## config.mk

```make
export PLATFORM = sky130hd
export DESIGN_NAME = apb_timer_regs
export DESIGN_NICKNAME = d
export VERILOG_FILES = /design/src/rtl/apb_timer_regs.sv
export SDC_FILE = /design/constraint.sdc
export NUM_CORES = 1
export LEC_CHECK = 0
export CORE_MARGIN = 2
export CORE_UTILIZATION = 30
export CTS_BUF_LIST = sky130_fd_sc_hd__clkbuf_8 sky130_fd_sc_hd__clkbuf_16
export CTS_CLUSTER_SIZE = 16
export DETAILED_ROUTE_END_ITERATION = 7
export GPL_ROUTABILITY_DRIVEN = 0
export MAX_ROUTING_LAYER = met4
export PLACE_DENSITY = 0.57
export SLEW_MARGIN = 20
export SYNTH_ARGS = -nofsm -noshare
export SYNTH_HDL_FRONTEND = slang
export SYNTH_SLANG_ARGS = --single-unit
```

## constraint.sdc

```tcl
create_clock -name PCLK -period 5.6 [get_ports PCLK]
set_input_delay 0.56 -clock PCLK [delete_from_list [all_inputs] [get_ports PCLK]]
set_output_delay 0.56 -clock PCLK [all_outputs]
set_load 0.005 [all_outputs]
```

## src/rtl/apb_timer_regs.sv

```systemverilog
// rtl/apb_timer_regs.sv - APB timer register block: CTRL/CMP/STATUS/COUNT, compare irq, phase FSM.
// Optional APB_SLVERR_EN adds PSLVERR for unaligned accesses and attempted wr_cnt writes.
module apb_timer_regs #(
    parameter logic [31:0] CNT_RST = 32'h0000_0000,
    parameter logic [31:0] CMP_RST = 32'hFFFF_FFFF
) (
    input  logic        PCLK,
    input  logic        PRESET,
    input  logic        PSEL,
    input  logic        PENABLE,
    input  logic        PWRITE,
    input  logic [3:0]  PADDR,
    input  logic [31:0] PWDATA,
    output logic [31:0] PRDATA,
`ifdef APB_SLVERR_EN
    output logic        PSLVERR,
`endif
    output logic        irq
);

    typedef enum logic [1:0] {IDLE, SETUP, ACCESS} state_e;

    state_e      state_q, state_d;
    logic [3:0]  addr_q, addr_d;
    logic        write_q, write_d;
    logic [1:0]  ctrl_q, ctrl_d;
    logic [31:0] cmp_q, cmp_d;
    logic [31:0] count_q, count_d;
    logic        irq_q, irq_d;
    logic        prot_q, prot_d;
    logic [7:0]  wr_cnt_q, wr_cnt_d;
    logic [31:0] prdata_q, prdata_d;

    logic        enter_setup, access_go, prot_set, commit, match;
    logic        wr_ctrl, wr_cmp, wr_status, wr_count;
    logic [31:0] rd_mux;

    always_comb begin
        state_d     = state_q;
        enter_setup = 1'b0;
        access_go   = 1'b0;
        prot_set    = 1'b0;
        case (state_q)
            IDLE: begin
                if (PSEL && !PENABLE)     enter_setup = 1'b1;
                else if (PSEL && PENABLE) prot_set = 1'b1;
            end
            SETUP: begin
                if (PSEL && PENABLE && (PADDR == addr_q) && (PWRITE == write_q)) begin
                    state_d   = ACCESS;
                    access_go = 1'b1;
                end else begin
                    state_d  = IDLE;
                    prot_set = 1'b1;
                end
            end
            ACCESS: begin
                if (PSEL && !PENABLE) enter_setup = 1'b1;
                else                  state_d = IDLE;
            end
            default: state_d = IDLE;
        endcase
        if (enter_setup) state_d = SETUP;
    end

    always_comb begin
        rd_mux = 32'h0;
        case (PADDR[3:2])
            2'd0: rd_mux = {30'h0, ctrl_q};
            2'd1: rd_mux = cmp_q;
            2'd2: rd_mux = {16'h0, wr_cnt_q, 6'h0, prot_q, irq_q};
            2'd3: rd_mux = count_q;
            default: rd_mux = 32'h0;
        endcase
`ifdef APB_SLVERR_EN
        if (PADDR[1:0] != 2'b00) rd_mux = 32'h0;
`endif
    end

`ifdef APB_SLVERR_EN
    logic pslverr_q, pslverr_d;
    assign commit    = access_go && write_q && (addr_q[1:0] == 2'b00);
    assign pslverr_d = access_go && ((addr_q[1:0] != 2'b00) ||
                       (write_q && (addr_q[3:2] == 2'd2) && (PWDATA[15:8] != 8'h00)));
    assign PSLVERR   = pslverr_q;
`else
    assign commit = access_go && write_q;
`endif

    assign wr_ctrl   = commit && (addr_q[3:2] == 2'd0);
    assign wr_cmp    = commit && (addr_q[3:2] == 2'd1);
    assign wr_status = commit && (addr_q[3:2] == 2'd2);
    assign wr_count  = commit && (addr_q[3:2] == 2'd3);
    assign match     = ctrl_q[0] && (count_q == cmp_q);

    always_comb begin
        addr_d   = enter_setup ? PADDR : addr_q;
        write_d  = enter_setup ? PWRITE : write_q;
        prdata_d = (enter_setup && !PWRITE) ? rd_mux : prdata_q;
        ctrl_d   = wr_ctrl ? PWDATA[1:0] : ctrl_q;
        cmp_d    = wr_cmp ? PWDATA : cmp_q;
        wr_cnt_d = commit ? wr_cnt_q + 8'd1 : wr_cnt_q;
        // New events take priority over a same-cycle W1C.
        irq_d    = match || (irq_q && !(wr_status && PWDATA[0]));
        prot_d   = prot_set || (prot_q && !(wr_status && PWDATA[1]));
        count_d  = count_q;
        if (wr_count)                   count_d = PWDATA;
        else if (match && ctrl_q[1])    count_d = 32'h0;
        else if (ctrl_q[0])             count_d = count_q + 32'd1;
    end

    always_ff @(posedge PCLK) begin
        if (PRESET) begin
            state_q   <= IDLE;
            addr_q    <= 4'h0;
            write_q   <= 1'b0;
            ctrl_q    <= 2'b00;
            cmp_q     <= CMP_RST;
            count_q   <= CNT_RST;
            irq_q     <= 1'b0;
            prot_q    <= 1'b0;
            wr_cnt_q  <= 8'h00;
            prdata_q  <= 32'h0;
`ifdef APB_SLVERR_EN
            pslverr_q <= 1'b0;
`endif
        end else begin
            state_q   <= state_d;
            addr_q    <= addr_d;
            write_q   <= write_d;
            ctrl_q    <= ctrl_d;
            cmp_q     <= cmp_d;
            count_q   <= count_d;
            irq_q     <= irq_d;
            prot_q    <= prot_d;
            wr_cnt_q  <= wr_cnt_d;
            prdata_q  <= prdata_d;
`ifdef APB_SLVERR_EN
            pslverr_q <= pslverr_d;
`endif
        end
    end

    assign PRDATA = prdata_q;
    assign irq    = irq_q;

endmodule
```

==> flow_summary_export.csv, run 1 <==
group,metric,value,unit
final_layout,mostFrequentLayoutCell,"dfxtp_1",
drt,routedWlPerCell,16.7,um
sta,clock-skew-final,0.00761,ns
critical_path,slowest_stage,"buf_4",
global_route,grt_pass1_wl,26700,um
clock_network,cts.clk_slew.worst_paths,0.05,ns
critical_path,arrival,3.18,ns
floorplan,start_util,30.3,%
synth,synth-async-reset-ratio,0,%
sta,period_needed,2.88,ns
drt,drt-initial-drc-count,335,
drt,drtAntennaViolNets,0,
drt,via_count,5023,
final_layout,drive_above_1_share,8.86,%
sta,final_max_slew_viol_count,0,
sta,hold_viol,0,
floorplan,die_w,144,um
synth,ys.warnings.count,0,
floorplan,rows,51,
sta,max_freq,347,MHz
clock_network,cts-resized-gates,0,
power,power.total,2.09,mW
sta,worstMarginPinSlew,0.939,ns
synth,synth_seq_cells,115,
place,hpwl,11500,um
clock_network,cts_tree,"done",
critical_path,max_stage_delay,0.54,ns
global_route,grt_pass1_vias,4843,
drt,drc,0,
run_status,status,"complete, no violations",
clock_network,cts_max_path_buffers,2,
floorplan,dieArea,0.0206,sq mm
sta,fin_tns_setup,0,ns
sta,finalSetupViolations,0,
final_layout,n_antenna_cell,0,
place,portBuffers,73,
floorplan,die_h,144,um
clock_network,clockRootBuffer,"clkbuf_16",
sta,rsz0062_at_grt,"no",
run,maxCapViolations,0,
final_layout,area_delta_synth_final,25.7,%
place,place_inst,978,
clock_network,worst_skew_pair.late_latency,0.42,ns
clock_network,cts_sinks,115,
hold_path,hp-class,"reg -> reg",
critical_path,regToRegEndpoint,"count_q[22]",
synth,synth_area,0.00584,sq mm
clock_network,ctsHoldBuffers,0,
final_layout,stdcell_count,1010,
power,irDropWorstVdd,0.000208,V
critical_path,reg2reg_depth,7,
clock_network,postCtsSetupBuffers,0,
hold_path,holdPathStages,2,
floorplan,num_io_pins,74,
synth,synthFlopType,"dfxtp_1",
critical_path,crit_required,5.90,ns
synth,synth_fp_nets,724,
sta,period_share,51.5,%
sta,slew_headroom,37.4,%
synth,syn-instance-count,681,
critical_path,r2r_start,"count_q[22]",
power,powerDensity,285,mW/mm^2
clock_network,cts-htree-levels,4,
critical_path,crit_fanout,64,
critical_path,startpoint_type,"input pin",
hold_path,worstHoldStart,"PRDATA[17]",
critical_path,critPathKind,"in -> reg",
synth,synth.yosys.seq_area_share,39.4,%
global_route,grt_antenna_before_repair,0,
final_layout,final_cell_mix,"dfxtp_1 (115), nand2_1 (82), clkdlybuf4s50_1 (71)",
floorplan,core,0.0193,sq mm
synth,synth.avg_cell_area,8.58,sq um
global_route,overflow,0,
synth,synth_edf_count,0,
critical_path,r2r_slack,2.73,ns
final_layout,finalNetCount,775,
drt,viasPerCell,4.97,
drt,drt-total-wl,16800,um
synth,yosysUniqueCellTypes,54,
drt,drt-pass1-iter-count,5,
hold_path,min_to,"PRDATA[17]",
critical_path,crit_path_end_kind,"flop",
critical_path,path_cells,"clkdlybuf4s50_1 > buf_4 > xnor2_1 > and3_1 > nand4_2 > nor3b_4 > buf_4 > nor2b_1 > a211o_1",
power,leakage,2.50,nW
global_route,grt_usage,17.3,%
clock_network,numCtsBuffers,17,
critical_path,critPathMostFrequentCell,"buf_4",
global_route,grt_start_max_net_pins,72,
==> worst max-delay path, delay by kind of cell <==
kind,cells,cell delay (ns)
XOR/XNOR,1,0.15
buffers and inverters,3,1.25
AND/OR/NAND/NOR,4,0.87
AO/OA/AOI/OAI,1,0.29
==> area by class of cell <==
| type | count | area [sq um] |
|---|---|---|
| fill | 2010 | 11900 |
| multi-input combinational | 507 | 3280 |
| sequential | 115 | 2300 |
| timing repair buffer | 81 | 781 |
| clock buffer | 17 | 425 |
| tap | 265 | 332 |
| clock inverter | 15 | 190 |
| inverter | 10 | 37.5 |
==> how the worst max path moves through the flow <==
stage / from / end / slack [ns] / depth (start not counted)
after floorplan: PADDR[3] / cmp_q[10] / 3.23 / 8
after global placement: PADDR[2] / cmp_q[21] / 2.38 / 9
after detailed placement: PADDR[2] / cmp_q[15] / 2.33 / 9
after CTS: count_q[22] / count_q[20] / 2.75 / 7
after global routing: count_q[9] / count_q[22] / 2.54 / 7
final: PADDR[2] / cmp_q[22] / 2.72 / 9
==> sequential cells by signal, summed over array words and instances (netlist names) <==
register	flops
count_q	32
cmp_q	32
ctrl_q	2
state_q	2
PRDATA	32
write_q	1
wr_cnt_q	8
irq	1
addr_q	4
prot_q	1
==> synth_stat cells, drive strengths merged (3+ instances only) <==
cell / number / area (sq um)
dfxtp: 115 / 2300
nand2: 82 / 308
a21oi: 50 / 250
nand3: 46 / 230
xnor2: 37 / 324
nor2b: 36 / 225
a211o: 32 / 280
clkbuf: 32 / 120
nor2: 31 / 116
xor2: 23 / 201
nor3: 21 / 110
buf: 17 / 104
mux2i: 17 / 170
o21ai: 17 / 85.1
mux2: 16 / 180
nand4: 16 / 113
nor4: 12 / 90.1
nand2b: 11 / 68.8
inv: 10 / 37.5
and3: 8 / 50.1
a221oi: 7 / 61.3
and4: 6 / 52.6
and2: 4 / 25.0
o21bai: 4 / 30.0
nor3b: 3 / 33.8
o2111ai: 3 / 26.3
==> power breakdown <==
part / switching [mW] / leakage (nW) / internal (mW)
clock: 0.399 / 0.304 / 0.740
sequential: 0.00676 / 0.930 / 0.828
combinational: 0.0621 / 1.26 / 0.0590
total: 0.468 / 2.50 / 1.63
==> through the flow <==
stage          hold slack, ns  worst slack, ns  utilization, %  cell area, sq um
6_report                0.449             2.72            38.1              7350
5_1_grt                 0.474             2.54            38.1              7350
4_1_cts                 0.454             2.75            38.1              7350
3_5_place_dp            0.446             2.33            34.9              6730
3_3_place_gp            0.438             2.38            34.9              6730
2_1_floorplan           0.448             3.23               -              5840
==> cells by family (layout without fill, tap and decap cells) <==
kind of cell,count (synthesis),after routing,share of synthesized area (%)
simple gates,287,287,25.9
compound gates,123,123,14.0
flops,115,115,39.4
xor+xnor,60,60,8.99
buf+inv,59,123,4.48
mux,35,35,6.77
fa+ha+maj,2,2,0.428
==> routing by layer <==
metal,GRT usage (%),up-vias,routed length [um]
li1,-,2504,-
met1,23.3,2382,8020
met2,26.3,121,7790
met3,3.73,16,755
met4,5.01,0,254
met5,-,-,0
Note: power is estimated with default switching activity, not from simulation.
==> inputs of run 2 (changes only) <==
Settings changed: PLACE_DENSITY 0.57 to 0.59.
Clock period 5.6 ns to 2.4 ns, I/O delays scaled along.
==> flow_summary_export.csv, run 2 (synthesis results as in run 1) <==
group,metric,value,unit
run_status,status,"complete, no violations",
critical_path,reg2reg_depth,7,
drt,drt-initial-drc-count,322,
power,power.total,4.72,mW
drt,via_count,5126,
critical_path,max_stage_delay,0.57,ns
hold_path,worstHoldStart,"PRESET",
global_route,grt_usage,17.3,%
critical_path,path_buf_inv,1,
critical_path,crit_fanout,17,
floorplan,die_h,144,um
sta,final_max_slew_viol_count,0,
global_route,grt_pass1_wl,26600,um
critical_path,r2r_start,"count_q[10]",
critical_path,startpoint_type,"flop",
critical_path,slowest_stage,"or4_1",
drt,viasPerCell,4.98,
hold_path,min_to,"state_q[0]",
global_route,grt_start_max_net_pins,65,
final_layout,fill_cells,2010,
clock_network,cts-resized-gates,0,
sta,max_freq,444,MHz
sta,fin_tns_setup,0,ns
hold_path,holdPathStages,2,
floorplan,dieArea,0.0206,sq mm
critical_path,arrival,2.60,ns
clock_network,worst_skew_pair.late_latency,0.42,ns
global_route,overflow,0,
run,maxCapViolations,0,
drt,drt-total-wl,16600,um
final_layout,seq_area,0.00230,sq mm
critical_path,path_cells,"nand4_1 > or4_1 > buf_4 > nor4_1 > xor2_1 > nand3_1 > a21oi_1",
place,hpwl,11800,um
drt,drtAntennaViolNets,0,
critical_path,r2r_slack,0.15,ns
floorplan,core,0.0193,sq mm
power,leakage,2.59,nW
critical_path,regToRegEndpoint,"count_q[29]",
drt,drt-pass1-iter-count,5,
floorplan,die_w,144,um
clock_network,clockRootBuffer,"clkbuf_16",
clock_network,postCtsSetupBuffers,0,
floorplan,rows,51,
critical_path,crit_path_end_kind,"flop",
power,irDropWorstVdd,0.000518,V
sta,worstMarginPinSlew,0.620,ns
critical_path,path_delay_family,"simple AND/OR/NAND/NOR gates",
clock_network,cts_sinks,115,
sta,hold_viol,0,
sta,period_needed,2.25,ns
clock_network,cts_max_path_buffers,2,
sta,clock-skew-final,0.00912,ns
sta,finalSetupViolations,0,
sta,rsz0062_at_grt,"no",
clock_network,cts-htree-levels,4,
floorplan,start_util,30.3,%
clock_network,numCtsBuffers,17,
critical_path,crit_required,2.75,ns
place,portBuffers,73,
final_layout,area_delta_synth_final,28.2,%
clock_network,ctsHoldBuffers,0,
global_route,grt_antenna_before_repair,0,
power,powerDensity,630,mW/mm^2
clock_network,cts_tree,"done",
critical_path,critPathKind,"reg -> reg",
drt,drc,0,
final_layout,finalNetCount,796,
global_route,grt_pass1_vias,5004,
hold_path,hp-class,"in -> reg",
sta,slew_headroom,58.7,%
final_layout,drive_above_1_share,11.2,%
final_layout,n_antenna_cell,0,
sta,period_share,93.8,%
final_layout,mostFrequentLayoutCell,"dfxtp_1",
final_layout,final_cell_mix,"dfxtp_1 (115), nand2_1 (82), clkdlybuf4s50_1 (71)",
final_layout,multi_input_area,0.00328,sq mm
floorplan,num_io_pins,74,
clock_network,cts.clk_slew.worst_paths,0.05,ns
drt,routedWlPerCell,16.1,um
## run 2: cell count changes in the layout (fill, tap and decap cells not counted)
cell	previous run	this run
clkinv_4	2	0
bufinv_16	4	2
inv_6	1	0
buf_12	0	2
buf_4	8	27
clkinvlp_4	2	3
clkbuf_8	0	3
## run 2: worst max-delay path by stage
stage                      startpoint     endpoint  slack [ns]  cells after the start
after global routing      count_q[11]  count_q[28]        0.04                      7
after detailed placement       PWRITE     cmp_q[8]       -0.02                      8
after floorplan               write_q    cmp_q[24]        0.29                      7
after global placement         PWRITE    cmp_q[15]        0.05                      8
after CTS                 count_q[11]  count_q[29]        0.17                      7
final                     count_q[10]  count_q[29]        0.15                      7
## run 2: layout make-up
type,instances,area share [%]
clock buffer,20,6.23
multi-input combinational,507,43.8
sequential,115,30.7
inverter,10,0.501
clock inverter,11,1.49
tap,265,4.43
timing repair buffer,102,12.9
## run 2: power by group
group	leakage [nW]	internal [mW]	switching, mW	total, mW
Clock	0.285	1.59	0.899	2.49
Combinational	1.37	0.144	0.144	0.289
Sequential	0.930	1.93	0.0151	1.95
## run 2: per-stage QoR
| stage | util [%] | setup WS, ns | hold WS, ns | std cells | instance area, sq um |
|---|---|---|---|---|---|
| CTS | 38.9 | 0.173 | 0.133 | 1030 | 7490 |
| global placement | 35.9 | 0.0534 | 0.435 | 999 | 6910 |
| detailed placement | 35.9 | -0.0179 | 0.449 | 999 | 6910 |
| floorplan | - | 0.288 | 0.358 | 681 | 5840 |
| global route | 38.9 | 0.0431 | 0.161 | 1030 | 7490 |
| finish | 38.9 | 0.150 | 0.144 | 1030 | 7490 |
## run 2: metal layers
layer | vias up | global-route usage, % | share of wire [%] | wire length, um
met5 | - | - | 0 | 0
met4 | 0 | 7.02 | 2.3 | 379
met3 | 26 | 3.53 | 4.3 | 719
met2 | 126 | 27.2 | 47 | 7710
met1 | 2416 | 21.8 | 47 | 7750
li1 | 2558 | - | - | -
==> inputs of run 3 (changes only) <==
Settings changed: ABC_CLOCK_PERIOD_IN_PS set to 2400, PLACE_DENSITY 0.59 to 0.56.
==> flow_summary_export.csv, run 3 (synthesis results as in run 1) <==
group,metric,value,unit
run_status,status,"complete, no violations",
drt,drt-pass1-iter-count,5,
critical_path,r2r_slack,0.13,ns
floorplan,die_w,144,um
global_route,grt_start_max_net_pins,65,
sta,period_needed,2.27,ns
power,p_switching,1.06,mW
hold_path,hp-class,"in -> reg",
critical_path,arrival,2.61,ns
sta,max_freq,441,MHz
drt,via_count,5161,
floorplan,start_util,30.3,%
power,combPwrFrac,5.8,%
place,dp_slack,0.000387,ns
sta,clock-skew-final,0.00841,ns
final_layout,n_antenna_cell,0,
power,irDropWorstVdd,0.000473,V
power,powerDensity,652,mW/mm^2
floorplan,core,0.0193,sq mm
global_route,grt_pass1_wl,26500,um
global_route,overflow,0,
critical_path,startpoint_type,"flop",
place,portBuffers,73,
sta,fin_ws,0.133,ns
power,power.total,4.97,mW
clock_network,postCtsSetupBuffers,0,
floorplan,rows,51,
drt,viasPerCell,4.98,
critical_path,crit_fanout,17,
critical_path,crit_required,2.75,ns
critical_path,critPathKind,"reg -> reg",
sta,period_share,94.5,%
place,hpwl,11700,um
clock_network,clockRootBuffer,"clkbuf_16",
power,leakage,2.66,nW
final_layout,finalNetCount,801,
drt,drtAntennaViolNets,0,
final_layout,mostFrequentLayoutCell,"dfxtp_1",
clock_network,ctsHoldBuffers,0,
final_layout,area_delta_synth_final,30.3,%
power,switching_share,21.3,%
sta,fin_tns_setup,0,ns
clock_network,cts_max_path_buffers,2,
sta,final_max_slew_viol_count,0,
power,p_int,3.91,mW
floorplan,dieArea,0.0206,sq mm
clock_network,cts_tree,"done",
clock_network,cts-htree-levels,4,
run,maxCapViolations,0,
global_route,grt_usage,17.3,%
floorplan,num_io_pins,74,
final_layout,final_cell_mix,"dfxtp_1 (115), nand2_1 (82), clkdlybuf4s50_1 (71)",
global_route,grt_antenna_before_repair,0,
clock_network,numCtsBuffers,17,
clock_network,cts-resized-gates,0,
sta,worstMarginPinSlew,0.573,ns
drt,routedWlPerCell,16.1,um
power,seq_power_share,39.2,%
power,p_clk_share,55.0,%
clock_network,cts_sinks,115,
drt,drt-total-wl,16700,um
drt,drc,0,
clock_network,cts.clk_slew.worst_paths,0.06,ns
final_layout,drive_above_1_share,11.8,%
sta,hold_viol,0,
critical_path,crit_path_end_kind,"flop",
clock_network,worst_skew_pair.late_latency,0.42,ns
sta,finalSetupViolations,0,
sta,rsz0062_at_grt,"no",
global_route,grt_pass1_vias,4877,
drt,drt-initial-drc-count,420,
sta,slew_headroom,61.7,%
floorplan,die_h,144,um
[run 3: cell count changes in the layout (fill, tap and decap cells not counted), sizes merged]
cell      change
bufinv        +2
clkinvlp      -1
clkbuf        +1
buf           +5
inv           +1
clkinv        -2
[run 3: worst max-delay path, stage by stage (launching register included)]
cell     delay [ns]
dfxtp_1        0.36
nand4_1        0.21
or4_1          0.62
buf_12         0.19
nor4_1         0.39
xor2_1         0.19
nand3_1        0.10
a21oi_1        0.14
[run 3: metrics by stage]
step | hold WS (ns) | instance area [sq um] | utilization, % | instances
after floorplan | 0.358 | 5840 | - | 681
after global placement | 0.436 | 6980 | 36.2 | 1004
after detailed placement | 0.447 | 6980 | 36.2 | 1004
after CTS | 0.311 | 7610 | 39.5 | 1036
after global routing | 0.333 | 7610 | 39.5 | 1036
final | 0.319 | 7610 | 39.5 | 1036
[run 3: layout make-up]
| cell class | count | area (sq um) |
|---|---|---|
| clock inverter | 11 | 158 |
| fill | 1992 | 11700 |
| timing repair buffer | 107 | 1030 |
| clock buffer | 21 | 480 |
| inverter | 10 | 37.5 |
| sequential | 115 | 2300 |
| tap | 265 | 332 |
| multi-input combinational | 507 | 3280 |
[run 3: final timing paths]
path              depth (start not counted)        start           to
setup / recovery                          7  count_q[11]  count_q[29]
hold / removal                            2       PRESET    addr_q[2]
hold reg to reg                           2   PRDATA[18]   PRDATA[18]
setup reg to reg                          7  count_q[11]  count_q[29]
[run 3: per-layer routing]
metal | vias up | share of wire, % | GRT usage [%]
li1 | 2564 | - | -
met1 | 2430 | 46 | 22.1
met2 | 146 | 46 | 26.8
met3 | 21 | 5.6 | 3.97
met4 | 0 | 1.6 | 6.04
met5 | - | 0 | -
[run 3: power groups by stage]
stage	clock network, mW	logic (mW)	registers [mW]
after floorplan	0	0.129	1.98
after global placement	0	0.291	1.99
after detailed placement	0	0.291	1.99
after CTS	2.77	0.292	1.95
after global routing	2.86	0.313	1.95
final	2.73	0.289	1.95
